File: src/rtl/sd_dma_sink_if.sv
// -----------------------------------------------------------------------------
// sd_dma_sink_if
//   Wishbone bus bundle between the SD controller's DMA master port and the
//   sd_dma_sink slave. Signal names keep the slave-side _i/_o suffixes used on
//   the controller's bus so both ends read the same.
//
//   wb_adr_i  [31:0]  address (not decoded by the sink)
//   wb_dat_i  [31:0]  write data
//   wb_sel_i  [3:0]   byte selects
//   wb_we_i           write enable
//   wb_cyc_i          bus cycle
//   wb_stb_i          strobe
//   wb_cti_i  [2:0]   cycle type (not decoded by the sink)
//   wb_bte_i  [1:0]   burst type (not decoded by the sink)
//   wb_ack_o          single-cycle acknowledge from the slave
//   wb_dat_o  [31:0]  read data from the slave
//
//   Modports: master drives requests, slave drives ack and read data.
// -----------------------------------------------------------------------------
interface sd_dma_sink_if;
   logic [31:0] wb_adr_i;
   logic [31:0] wb_dat_i;
   logic [3:0]  wb_sel_i;
   logic        wb_we_i;
   logic        wb_cyc_i;
   logic        wb_stb_i;
   logic [2:0]  wb_cti_i;
   logic [1:0]  wb_bte_i;
   logic        wb_ack_o;
   logic [31:0] wb_dat_o;

   modport slave (
      input  wb_adr_i, wb_dat_i, wb_sel_i, wb_we_i,
      input  wb_cyc_i, wb_stb_i, wb_cti_i, wb_bte_i,
      output wb_ack_o, wb_dat_o
   );

   modport master (
      output wb_adr_i, wb_dat_i, wb_sel_i, wb_we_i,
      output wb_cyc_i, wb_stb_i, wb_cti_i, wb_bte_i,
      input  wb_ack_o, wb_dat_o
   );
endinterface

File: src/rtl/sd_dma_sink.sv
// -----------------------------------------------------------------------------
// sd_dma_sink
//   Wishbone slave terminating the SD controller's DMA master port. Full-word
//   writes are queued in a word FIFO, unpacked into a byte stream and counted
//   into fixed-size blocks for the downstream frame decoder.
//
//   Parameters
//     FIFO_DEPTH_LOG2   FIFO holds 2^N 32-bit words (2..10)
//     BLOCK_BYTES_LOG2  block length is 2^N bytes
//
//   Compile-time option
//     SD_DMA_SINK_BYTE_SWAP_EN  defined: word[31:24] is streamed first
//                               undefined: word[7:0] is streamed first
//
//   Ports
//     clk           single clock, also the Wishbone clock
//     reset_n       asynchronous reset, active low
//     wb            Wishbone slave bundle (sd_dma_sink_if.slave)
//     flush         synchronous clear of FIFO, unpacker and block counter
//     out_data      stream byte
//     out_valid     stream valid
//     out_ready     stream ready
//     block_done    one-cycle pulse after the last byte of a block is taken
//     fifo_level    words currently held in the FIFO
//     overflow_err  sticky: a write arrived with a partial byte select
// -----------------------------------------------------------------------------
module sd_dma_sink #(
   parameter int FIFO_DEPTH_LOG2  = 6,
   parameter int BLOCK_BYTES_LOG2 = 9
) (
   input  logic                     clk,
   input  logic                     reset_n,
   sd_dma_sink_if.slave             wb,
   input  logic                     flush,
   output logic [7:0]               out_data,
   output logic                     out_valid,
   input  logic                     out_ready,
   output logic                     block_done,
   output logic [FIFO_DEPTH_LOG2:0] fifo_level,
   output logic                     overflow_err
);

   localparam int unsigned DEPTH = 1 << FIFO_DEPTH_LOG2;
   localparam int          LW    = FIFO_DEPTH_LOG2 + 1;

   typedef enum logic {
      S_IDLE = 1'b0,
      S_ACK  = 1'b1
   } bus_state_t;

   // ---------------------------------------------------------------------
   // State
   // ---------------------------------------------------------------------
   bus_state_t                  state;
   logic                        ack_q;
   logic                        ovf_q;

   logic [31:0]                 mem [DEPTH];
   logic [FIFO_DEPTH_LOG2-1:0]  wr_ptr;
   logic [FIFO_DEPTH_LOG2-1:0]  rd_ptr;
   logic [LW-1:0]               level;

   logic [31:0]                 word_q;
   logic [1:0]                  idx_q;
   logic                        valid_q;

   logic [BLOCK_BYTES_LOG2-1:0] byte_cnt;
   logic                        done_q;

   // ---------------------------------------------------------------------
   // Control decode
   // ---------------------------------------------------------------------
   logic req;
   logic has_space;
   logic take_req;
   logic push;
   logic pop;
   logic accept;
   logic last_byte;

   assign req       = wb.wb_cyc_i & wb.wb_stb_i;
   // Space test uses the registered level only, so a pop on the same edge
   // cannot make room for a push; a full FIFO simply inserts wait states.
   assign has_space = (level < LW'(DEPTH));
   assign take_req  = (state == S_IDLE) & req & has_space & ~flush;
   assign push      = take_req & wb.wb_we_i & (wb.wb_sel_i == 4'hF);

   assign accept    = valid_q & out_ready;
   assign last_byte = accept & (idx_q == 2'd3);
   // Reload straight from the FIFO head when the unpacker is empty or its
   // last byte leaves this cycle, so consecutive words stream with no bubble.
   assign pop       = ~flush & (level != '0) & (~valid_q | last_byte);

   // Address, cycle type and burst type carry no meaning for this sink.
   logic unused_bus;
   assign unused_bus = ^{wb.wb_adr_i, wb.wb_cti_i, wb.wb_bte_i};

   // ---------------------------------------------------------------------
   // Bus FSM: IDLE -> ACK on an accepted request, ACK -> IDLE always.
   // Returning through IDLE guarantees a request is never acked twice.
   // ---------------------------------------------------------------------
   // NOTE: sequential state uses non-blocking assignments so every register
   // samples pre-edge values regardless of block ordering.
   always_ff @(posedge clk or negedge reset_n) begin
      if (!reset_n) begin
         state <= S_IDLE;
         ack_q <= 1'b0;
         ovf_q <= 1'b0;
      end else if (flush) begin
         // overflow_err deliberately survives a flush.
         state <= S_IDLE;
         ack_q <= 1'b0;
      end else begin
         case (state)
            S_IDLE: begin
               if (take_req) begin
                  state <= S_ACK;
                  ack_q <= 1'b1;
                  if (wb.wb_we_i && (wb.wb_sel_i != 4'hF)) begin
                     ovf_q <= 1'b1;
                  end
               end
            end
            S_ACK: begin
               state <= S_IDLE;
               ack_q <= 1'b0;
            end
            default: begin
               state <= S_IDLE;
               ack_q <= 1'b0;
            end
         endcase
      end
   end

   assign wb.wb_ack_o = ack_q;
   assign wb.wb_dat_o = '0;
   assign overflow_err = ovf_q;

   // ---------------------------------------------------------------------
   // Word FIFO
   // ---------------------------------------------------------------------
   always_ff @(posedge clk or negedge reset_n) begin
      if (!reset_n) begin
         wr_ptr <= '0;
         rd_ptr <= '0;
         level  <= '0;
      end else if (flush) begin
         wr_ptr <= '0;
         rd_ptr <= '0;
         level  <= '0;
      end else begin
         if (push) wr_ptr <= wr_ptr + 1'b1;
         if (pop)  rd_ptr <= rd_ptr + 1'b1;
         case ({push, pop})
            2'b10:   level <= level + 1'b1;
            2'b01:   level <= level - 1'b1;
            default: level <= level;
         endcase
      end
   end

   // NOTE: the storage array has no reset; the pointers and level decide
   // which entries are meaningful, so clearing the array would only cost logic.
   always_ff @(posedge clk) begin
      if (push) begin
         mem[wr_ptr] <= wb.wb_dat_i;
      end
   end

   assign fifo_level = level;

   // ---------------------------------------------------------------------
   // Unpacker: one held word plus the index of the byte on the stream.
   // ---------------------------------------------------------------------
   always_ff @(posedge clk or negedge reset_n) begin
      if (!reset_n) begin
         word_q  <= '0;
         idx_q   <= '0;
         valid_q <= 1'b0;
      end else if (flush) begin
         idx_q   <= '0;
         valid_q <= 1'b0;
      end else if (pop) begin
         word_q  <= mem[rd_ptr];
         idx_q   <= '0;
         valid_q <= 1'b1;
      end else if (accept) begin
         idx_q <= idx_q + 1'b1;
         if (idx_q == 2'd3) begin
            valid_q <= 1'b0;
         end
      end
   end

   // Byte select from held registers only, so out_data cannot change while
   // the consumer stalls.
   // NOTE: combinational blocks assign a default first so no path can leave
   // the output unassigned and infer a latch.
   always_comb begin
      out_data = 8'h00;
`ifdef SD_DMA_SINK_BYTE_SWAP_EN
      case (idx_q)
         2'd0:    out_data = word_q[31:24];
         2'd1:    out_data = word_q[23:16];
         2'd2:    out_data = word_q[15:8];
         default: out_data = word_q[7:0];
      endcase
`else
      case (idx_q)
         2'd0:    out_data = word_q[7:0];
         2'd1:    out_data = word_q[15:8];
         2'd2:    out_data = word_q[23:16];
         default: out_data = word_q[31:24];
      endcase
`endif
   end

   assign out_valid = valid_q;

   // ---------------------------------------------------------------------
   // Block tracker: the accept that wraps the counter to zero ends a block.
   // ---------------------------------------------------------------------
   always_ff @(posedge clk or negedge reset_n) begin
      if (!reset_n) begin
         byte_cnt <= '0;
         done_q   <= 1'b0;
      end else if (flush) begin
         byte_cnt <= '0;
         done_q   <= 1'b0;
      end else begin
         done_q <= accept & (byte_cnt == '1);
         if (accept) begin
            byte_cnt <= byte_cnt + 1'b1;
         end
      end
   end

   assign block_done = done_q;

endmodule

File: src/flat_wrapper.sv
// flat-port wrapper written by rule: the top's interface ports become plain ports
module sd_dma_sink_flat 
#(
   parameter int FIFO_DEPTH_LOG2  = 6,
   parameter int BLOCK_BYTES_LOG2 = 9
)
  (clk, reset_n, flush, out_data, out_valid, out_ready, block_done, fifo_level, overflow_err, wb_wb_adr_i, wb_wb_dat_i, wb_wb_sel_i, wb_wb_we_i, wb_wb_cyc_i, wb_wb_stb_i, wb_wb_cti_i, wb_wb_bte_i, wb_wb_ack_o, wb_wb_dat_o);
  sd_dma_sink_if wb_i ();
  input  logic clk;
  input  logic reset_n;
  input  logic flush;
  output logic [7:0] out_data;
  output logic out_valid;
  input  logic out_ready;
  output logic block_done;
  output logic [FIFO_DEPTH_LOG2:0] fifo_level;
  output logic overflow_err;
  input wire logic [$bits(wb_i.wb_adr_i)-1:0] wb_wb_adr_i;
  input wire logic [$bits(wb_i.wb_dat_i)-1:0] wb_wb_dat_i;
  input wire logic [$bits(wb_i.wb_sel_i)-1:0] wb_wb_sel_i;
  input wire logic [$bits(wb_i.wb_we_i)-1:0] wb_wb_we_i;
  input wire logic [$bits(wb_i.wb_cyc_i)-1:0] wb_wb_cyc_i;
  input wire logic [$bits(wb_i.wb_stb_i)-1:0] wb_wb_stb_i;
  input wire logic [$bits(wb_i.wb_cti_i)-1:0] wb_wb_cti_i;
  input wire logic [$bits(wb_i.wb_bte_i)-1:0] wb_wb_bte_i;
  output wire logic [$bits(wb_i.wb_ack_o)-1:0] wb_wb_ack_o;
  output wire logic [$bits(wb_i.wb_dat_o)-1:0] wb_wb_dat_o;
  assign wb_i.wb_adr_i = wb_wb_adr_i;
  assign wb_i.wb_dat_i = wb_wb_dat_i;
  assign wb_i.wb_sel_i = wb_wb_sel_i;
  assign wb_i.wb_we_i = wb_wb_we_i;
  assign wb_i.wb_cyc_i = wb_wb_cyc_i;
  assign wb_i.wb_stb_i = wb_wb_stb_i;
  assign wb_i.wb_cti_i = wb_wb_cti_i;
  assign wb_i.wb_bte_i = wb_wb_bte_i;
  assign wb_wb_ack_o = wb_i.wb_ack_o;
  assign wb_wb_dat_o = wb_i.wb_dat_o;
  sd_dma_sink #(.FIFO_DEPTH_LOG2(FIFO_DEPTH_LOG2), .BLOCK_BYTES_LOG2(BLOCK_BYTES_LOG2)) u_core (.clk(clk), .reset_n(reset_n), .wb(wb_i), .flush(flush), .out_data(out_data), .out_valid(out_valid), .out_ready(out_ready), .block_done(block_done), .fifo_level(fifo_level), .overflow_err(overflow_err));
endmodule
File: config.mk
export PLATFORM = sky130hd
export DESIGN_NAME = sd_dma_sink_flat
export DESIGN_NICKNAME = d
export VERILOG_FILES = /design/src/rtl/sd_dma_sink_if.sv /design/src/rtl/sd_dma_sink.sv /design/src/flat_wrapper.sv
export SDC_FILE = /design/constraint.sdc
export NUM_CORES = 2
export LEC_CHECK = 0
export CAP_MARGIN = 0
export CELL_PAD_IN_SITES_DETAIL_PLACEMENT = 1
export CELL_PAD_IN_SITES_GLOBAL_PLACEMENT = 1
export CORE_ASPECT_RATIO = 0.6
export CORE_UTILIZATION = 40
export DETAILED_ROUTE_END_ITERATION = 7
export PLACE_DENSITY_LB_ADDON = 0.1
export REMOVE_ABC_BUFFERS = 1
export SLEW_MARGIN = 10
export SYNTH_ARGS = -nofsm -noshare
export SYNTH_HDL_FRONTEND = slang
export SYNTH_SLANG_ARGS = --single-unit
File: constraint.sdc
create_clock -name clk -period 3.8 [get_ports clk]
set_input_delay 0.57 -clock clk [delete_from_list [all_inputs] [get_ports clk]]
set_output_delay 0.57 -clock clk [all_outputs]
set_load 0.05 [all_outputs]
# After elaboration in Yosys (flattened, before gate mapping)
# Memories as Yosys holds them, arrays and structs flattened. A register that Yosys moved wholly into a read port is not among the register bits.
# Cells that the tools add are included.
[totals]
in_bits = 80
out_inout_bits = 51
ram_bits = 2048
regBits = 35
mem_count = 1
[mem_list]
columns = ["name", "words", "width", "read_ports", "rd_ports_with_merged_regs", "wr", "line_no", "rtl"]
rows = [
  ["u_core.mem", 64, 32, 1, 1, 1, "sd_dma_sink.sv:58", "logic [31:0] mem [DEPTH];"],
]
[op_classes]
n_addsub = 6
n_lt_le_gt_ge = 1
eq_ne = 9
muxes = 25
n_reduce_logical = 13
bitwise_logic = 15
[ops]
columns = ["cell", "n"]
rows = [
  ["$mux W6", 4],
  ["$pmux W8 S3", 1],
  ["$mux W9", 2],
  ["$pmux W7 S2", 1],
  ["$add A6 B1 Y6 const B", 2],
  ["$and A1 B1 Y1", 11],
  ["$mux W1", 11],
  ["$add A9 B1 Y9 const B", 1],
  ["$eq A9 B9 Y1 const B", 1],
  ["$reduce_bool A3 Y1", 3],
  ["$add A7 B1 Y7 const B", 1],
  ["$lt A7 B7 Y1 const B", 1],
  ["$mux W7", 1],
  ["$reduce_bool A7 Y1", 1],
  ["$sub A7 B1 Y7 const B", 1],
  ["$eq A2 B2 Y1 const B", 3],
  ["$mux W2", 3],
  ["$reduce_bool A2 Y1", 3],
  ["$eq A2 B1 Y1 const B", 2],
  ["$eq A4 B4 Y1 const B", 1],
  ["$ne A4 B4 Y1 const B", 1],
  ["$pmux W1 S2", 2],
  ["$reduce_and A2 Y1", 2],
  ["$reduce_and A4 Y1", 1],
  ["7 further kinds", 9],
]

# Longest topological paths before layout
[depth]
word_depth = 9
depth_mapped = 12
depth_no_buf = 12

# Least setup slack after synthesis
# OpenSTA, ideal clock, no wires.
[synth_timing]
path_kind = "input port to flip-flop"
startpoint = "input port flush"
endpoint = "memory u_core.mem[63][0] (enable)"
t_required_ns = 3.379
path_slack_ns = 0.209
path_stages = 7
setup_time_ns = 0.421
arrival_time_ns = 3.169
path_cell_list = "clkbuf_1 nor2_1 nand4_1 nor2_1 nand3_1 clkbuf_1 nor2_1"
[synth_between]
elab_chain_cells = 6
[synth_rtl]
columns = ["item", "line_no", "rtl"]
rows = [
  ["start, declared", "flat_wrapper.sv:11", "input logic flush;"],
  ["$not A1 Y1 (no source line)", "--", ""],
  ["$and A1 B1 Y1", "sd_dma_sink.sv:85", "assign take_req = (state == S_IDLE) & req & has_space & ~flush;"],
  ["$and A1 B1 Y1 (2 in series)", "sd_dma_sink.sv:86", "assign push = take_req & wb.wb_we_i & (wb.wb_sel_i == 4'hF);"],
  ["$mux W1", "sd_dma_sink.sv:166", "if (push) begin"],
  ["$mux W1 (implied by the code)", "sd_dma_sink.sv:167", "mem[wr_ptr] <= wb.wb_dat_i;"],
  ["end, declared", "sd_dma_sink.sv:58", ""],
]
# No other way between the ends.

# Worst setup path in the final report
[layout_timing]
startpoint = "register u_core.idx_q[0]"
endpoint = "output port out_data[0]"
[layout_between]
elab_chain_cells = 2
[layout_rtl]
columns = ["item", "line_no", "rtl"]
rows = [
  ["start, declared", "sd_dma_sink.sv:64", "logic [1:0] idx_q;"],
  ["start signal, assigned", "sd_dma_sink.sv:189", "idx_q <= idx_q + 1'b1;"],
  ["$eq A2 B2 Y1, or another cell as far along", "sd_dma_sink.sv:210", "case (idx_q)"],
  ["$pmux W8 S3 *", "sd_dma_sink.sv:210", ""],
  ["end, declared", "flat_wrapper.sv:12", "output logic [7:0] out_data;"],
]
# Mark *: on every way between the ends. The rest lies on a longest branch, timed or not.

==> impl_metrics.ini <==
[outcome]
result_of_the_run = finished, final reports clean

[timing]
hold_viol = 0
rsz0062_at_grt = false
timing.final.crit_share_pct = 96.2
setup_viol = 0
timing_worst_slew_pin_value_ns = 1.21
worst_slack_ns = 0.144
timing_max_transition_violations_final = 0
maxClockFrequency_mhz = 274
max-slew-margin-rel_pct = 19.4
finalWorstPathRequiredPeriod_ns = 3.66
clock-skew-final_ns = 0.0372

[final_layout]
layout-drive-gt1-share_pct = 27.8
top_library_cells_by_usage_in_the_layout_fill_and_taps_aside = 2048 x edfxtp_1, 481 x mux4_2, 211 x buf_4
fin_nets = 4139
fillCellCount = 18000
area.growth.synth_to_final_pct = 15.4
layout.cells.most_common = edfxtp_1

[power]
seq_power_share_pct = 44.1
power.ir.vdd_worst_mv = 0.518
p_leak_nw = 29.2
internal_power_mw = 42.9
gate_power_share_pct = 23.2
power.density_nw_per_um2 = 633
netSwitchingPower_mw = 16.6
p_total_mw = 59.5
power.clock.fraction_pct = 32.7
switching_share_pct = 27.9

[setup_path]
path_class = register to output pin
path_delay_family = buffers and inverters
crit_chain = inv_1 > ha_1 > a222oi_1 > mux2i_1 > dlygate4sd2_1
worstSetupEndpoint = out_data[0]
crit-reg2reg-launch = u_core.rd_ptr[1]
setup_crit_start_kind = register
crit_cells = 5
critPathMaxFanout = 8
setup_slack_of_the_most_critical_reg_to_reg_path_ns = 0.43
max_stage_delay_ns = 0.59
cp_buf_inv_count = 2
critical_path_arrival_ns = 3.09
crit_required_ns = 3.23
worst_reg_to_reg_path_cell_count = 8
critPathSlowestCell = dlygate4sd2_1
critPathLaunch = u_core.idx_q[0]
crit_path_end_kind = output pin
crit-reg2reg-capture = u_core.word_q[24]

[logic_synthesis]
number_of_synthesized_register_bits = 2115
synth_sequential_area_ratio_pct = 77.7
synth_cell_type_count = 60
synth_edf_count = 2048
synthTopCellsByArea = edfxtp_1 76%, mux4_2 13%, mux2i_1 2.5%
synth_top_cell_by_area = edfxtp_1
syn_inst = 3698
yosys_warnings = 0
netlist.area_leader.share_pct = 75.6
async_flop_share_pct = 3.17
postSynthAreaPerCell_um2 = 22.0
syn-cell-area_um2 = 81300
main_flop_type_after_synthesis = edfxtp_1

[route]
wl_per_cell_um = 33.9
drtAntennaViolNets = 0
drt-total-wl_um = 234000
dr_total_vias = 40200
detailedRoute.firstPassIterationCount = 7
detailedRoute.firstIterationViolations = 4347
vias_per_cell = 5.81
drc_errors = 0

[clocking]
cts.reportedPaths.clkPinSlew_ns = 0.07
cts-root-to-sink-buffers = 4
clock_tree_from_tritoncts = done
worstSkewPairLatency_ns = 0.85
numClockSinks = 2115
clock_root_buffer_master = clkbuf_16
cts-htree-levels = 4
cts_setup_buffers = 0
tritoncts.num_buffers = 203

[placed_design]
portBuffers = 61
dp_worst_setup_slack_ns = 0.416
finalWeightedCongestion = 0.805
final_hpwl_dp_um = 146000

[grt]
first_pass_grt_wire_length_um = 326000
grt_remaining_overflow = 0
first_global_vias = 40100
antenna_found_initial = 9
total_routing_usage_gr_pct = 22.8
grt_start_max_net_pins = 79

[die]
die-width_um = 584
rows = 127
die-height_um = 351
floorplan.io_pins = 131
fp.dieArea_um2 = 205000
placeableCoreArea_um2 = 201000
start_util_pct = 40.5

[run]
cap_viol_max_count = 0

[worst_hold_path]
min_path_type = input pin to register
-- state kept, by name, indices dropped and copies added (netlist names) --
register and cells:
u_core.mem 2048, u_core.rd_ptr 6, u_core.byte_cnt 9, u_core.fifo_level 7, u_core.block_done 1, u_core.wr_ptr 6
u_core.overflow_err 1, u_core.state 1, u_core.word_q 32, u_core.wb.wb_ack_o 1, u_core.idx_q 2, u_core.out_valid 1
-- kinds of logic (layout without fill, tap and decap cells) --
logic type	after synthesis	count (layout)	share of synthesized area [%]
buffers and inverters	254	729	1.67
adder cells (fa/ha/maj)	11	11	0.169
multiplexers	699	699	16.0
AND/OR/NAND/NOR	277	277	1.50
XOR/XNOR	17	17	0.183
flip-flops	2115	2115	77.7
other	1	37	0.00461
AO/OA/AOI/OAI	324	324	2.77
-- repair_timing --
item,4_1_cts,5_1_grt
hold buffers,1,0
resized for setup,8,0
setup endpoints to repair,8,0
hold endpoints to repair,47,0
-- synth_stat cells (5+ instances only) --
| master | n |
|---|---|
| a211oi_1 | 12 |
| a21oi_1 | 46 |
| a222oi_1 | 8 |
| a22oi_1 | 88 |
| a32oi_1 | 19 |
| and2_1 | 5 |
| and3_1 | 6 |
| buf_1 | 30 |
| buf_2 | 39 |
| buf_4 | 69 |
| buf_6 | 13 |
| clkbuf_1 | 86 |
| dfrtp_1 | 67 |
| edfxtp_1 | 2048 |
| ha_1 | 11 |
| inv_1 | 15 |
| mux2_2 | 18 |
| mux2i_1 | 200 |
| mux4_2 | 481 |
| nand2_1 | 85 |
| nand3_1 | 13 |
| nand4_1 | 5 |
| nor2_1 | 119 |
| nor2b_1 | 8 |
| nor4_1 | 16 |
| o211ai_1 | 10 |
| o21ai_0 | 7 |
| o21ai_1 | 13 |
| o221ai_1 | 21 |
| o22ai_1 | 81 |
| xnor2_1 | 8 |
| xor2_1 | 9 |
-- per-layer routing --
layer	GRT usage, %	up-vias	wire (um)
met5	0	-	23
met3	5.37	237	19200
met2	31.1	1486	96300
met4	4.04	4	3640
li1	-	16300	-
met1	37.1	22200	115000
-- power groups by stage --
stage	Sequential, mW	Combinational (mW)	Clock [mW]
6_report	26.2	13.8	19.5
5_1_grt	26.2	14.6	20.7
4_1_cts	26.2	14.0	19.9
3_5_place_dp	26.7	14.0	0
3_3_place_gp	26.7	13.9	0
2_1_floorplan	27.0	5.06	0
-- through the flow --
step | hold slack (ns) | setup TNS (ns) | instance area (um2) | std cells | util (%)
2_1_floorplan | 0.274 | -731.23 | 80200 | 3492 | -
3_3_place_gp | 0.466 | 0 | 87700 | 6551 | 43.7
3_5_place_dp | 0.492 | 0 | 87700 | 6551 | 43.7
4_1_cts | 0.233 | 0 | 93900 | 6913 | 46.7
5_1_grt | 0.267 | 0 | 93900 | 6915 | 46.7
6_report | 0.296 | 0 | 93900 | 6918 | 46.7
-- final cells by class --
cell class              count  area (um2)  area share [%]
multi-input cells        1360       17400            18.6
repair buffers            351        3620            3.86
flip-flops and latches   2115       63200            67.3
diodes                      5        12.5          0.0133
clock inverters            85         654           0.697
well taps                2709        3390            3.61
clock buffers             276        5500            5.86
inverters                  17        68.8          0.0733
-- how the worst min path moves through the flow --
stage	startpoint	end	slack, ns	cells past startpoint
floorplan	reset_n	u_core.block_done	0.27	0
global placement	u_core.overflow_err	u_core.overflow_err	0.47	1
detailed placement	u_core.word_q[30]	u_core.word_q[30]	0.49	2
CTS	wb_wb_dat_i[3]	u_core.mem[45][3]	0.23	1
global route	wb_wb_dat_i[3]	u_core.mem[45][3]	0.27	1
finish	wb_wb_dat_i[3]	u_core.mem[45][3]	0.30	1
Power figures use the tool's default switching activity.
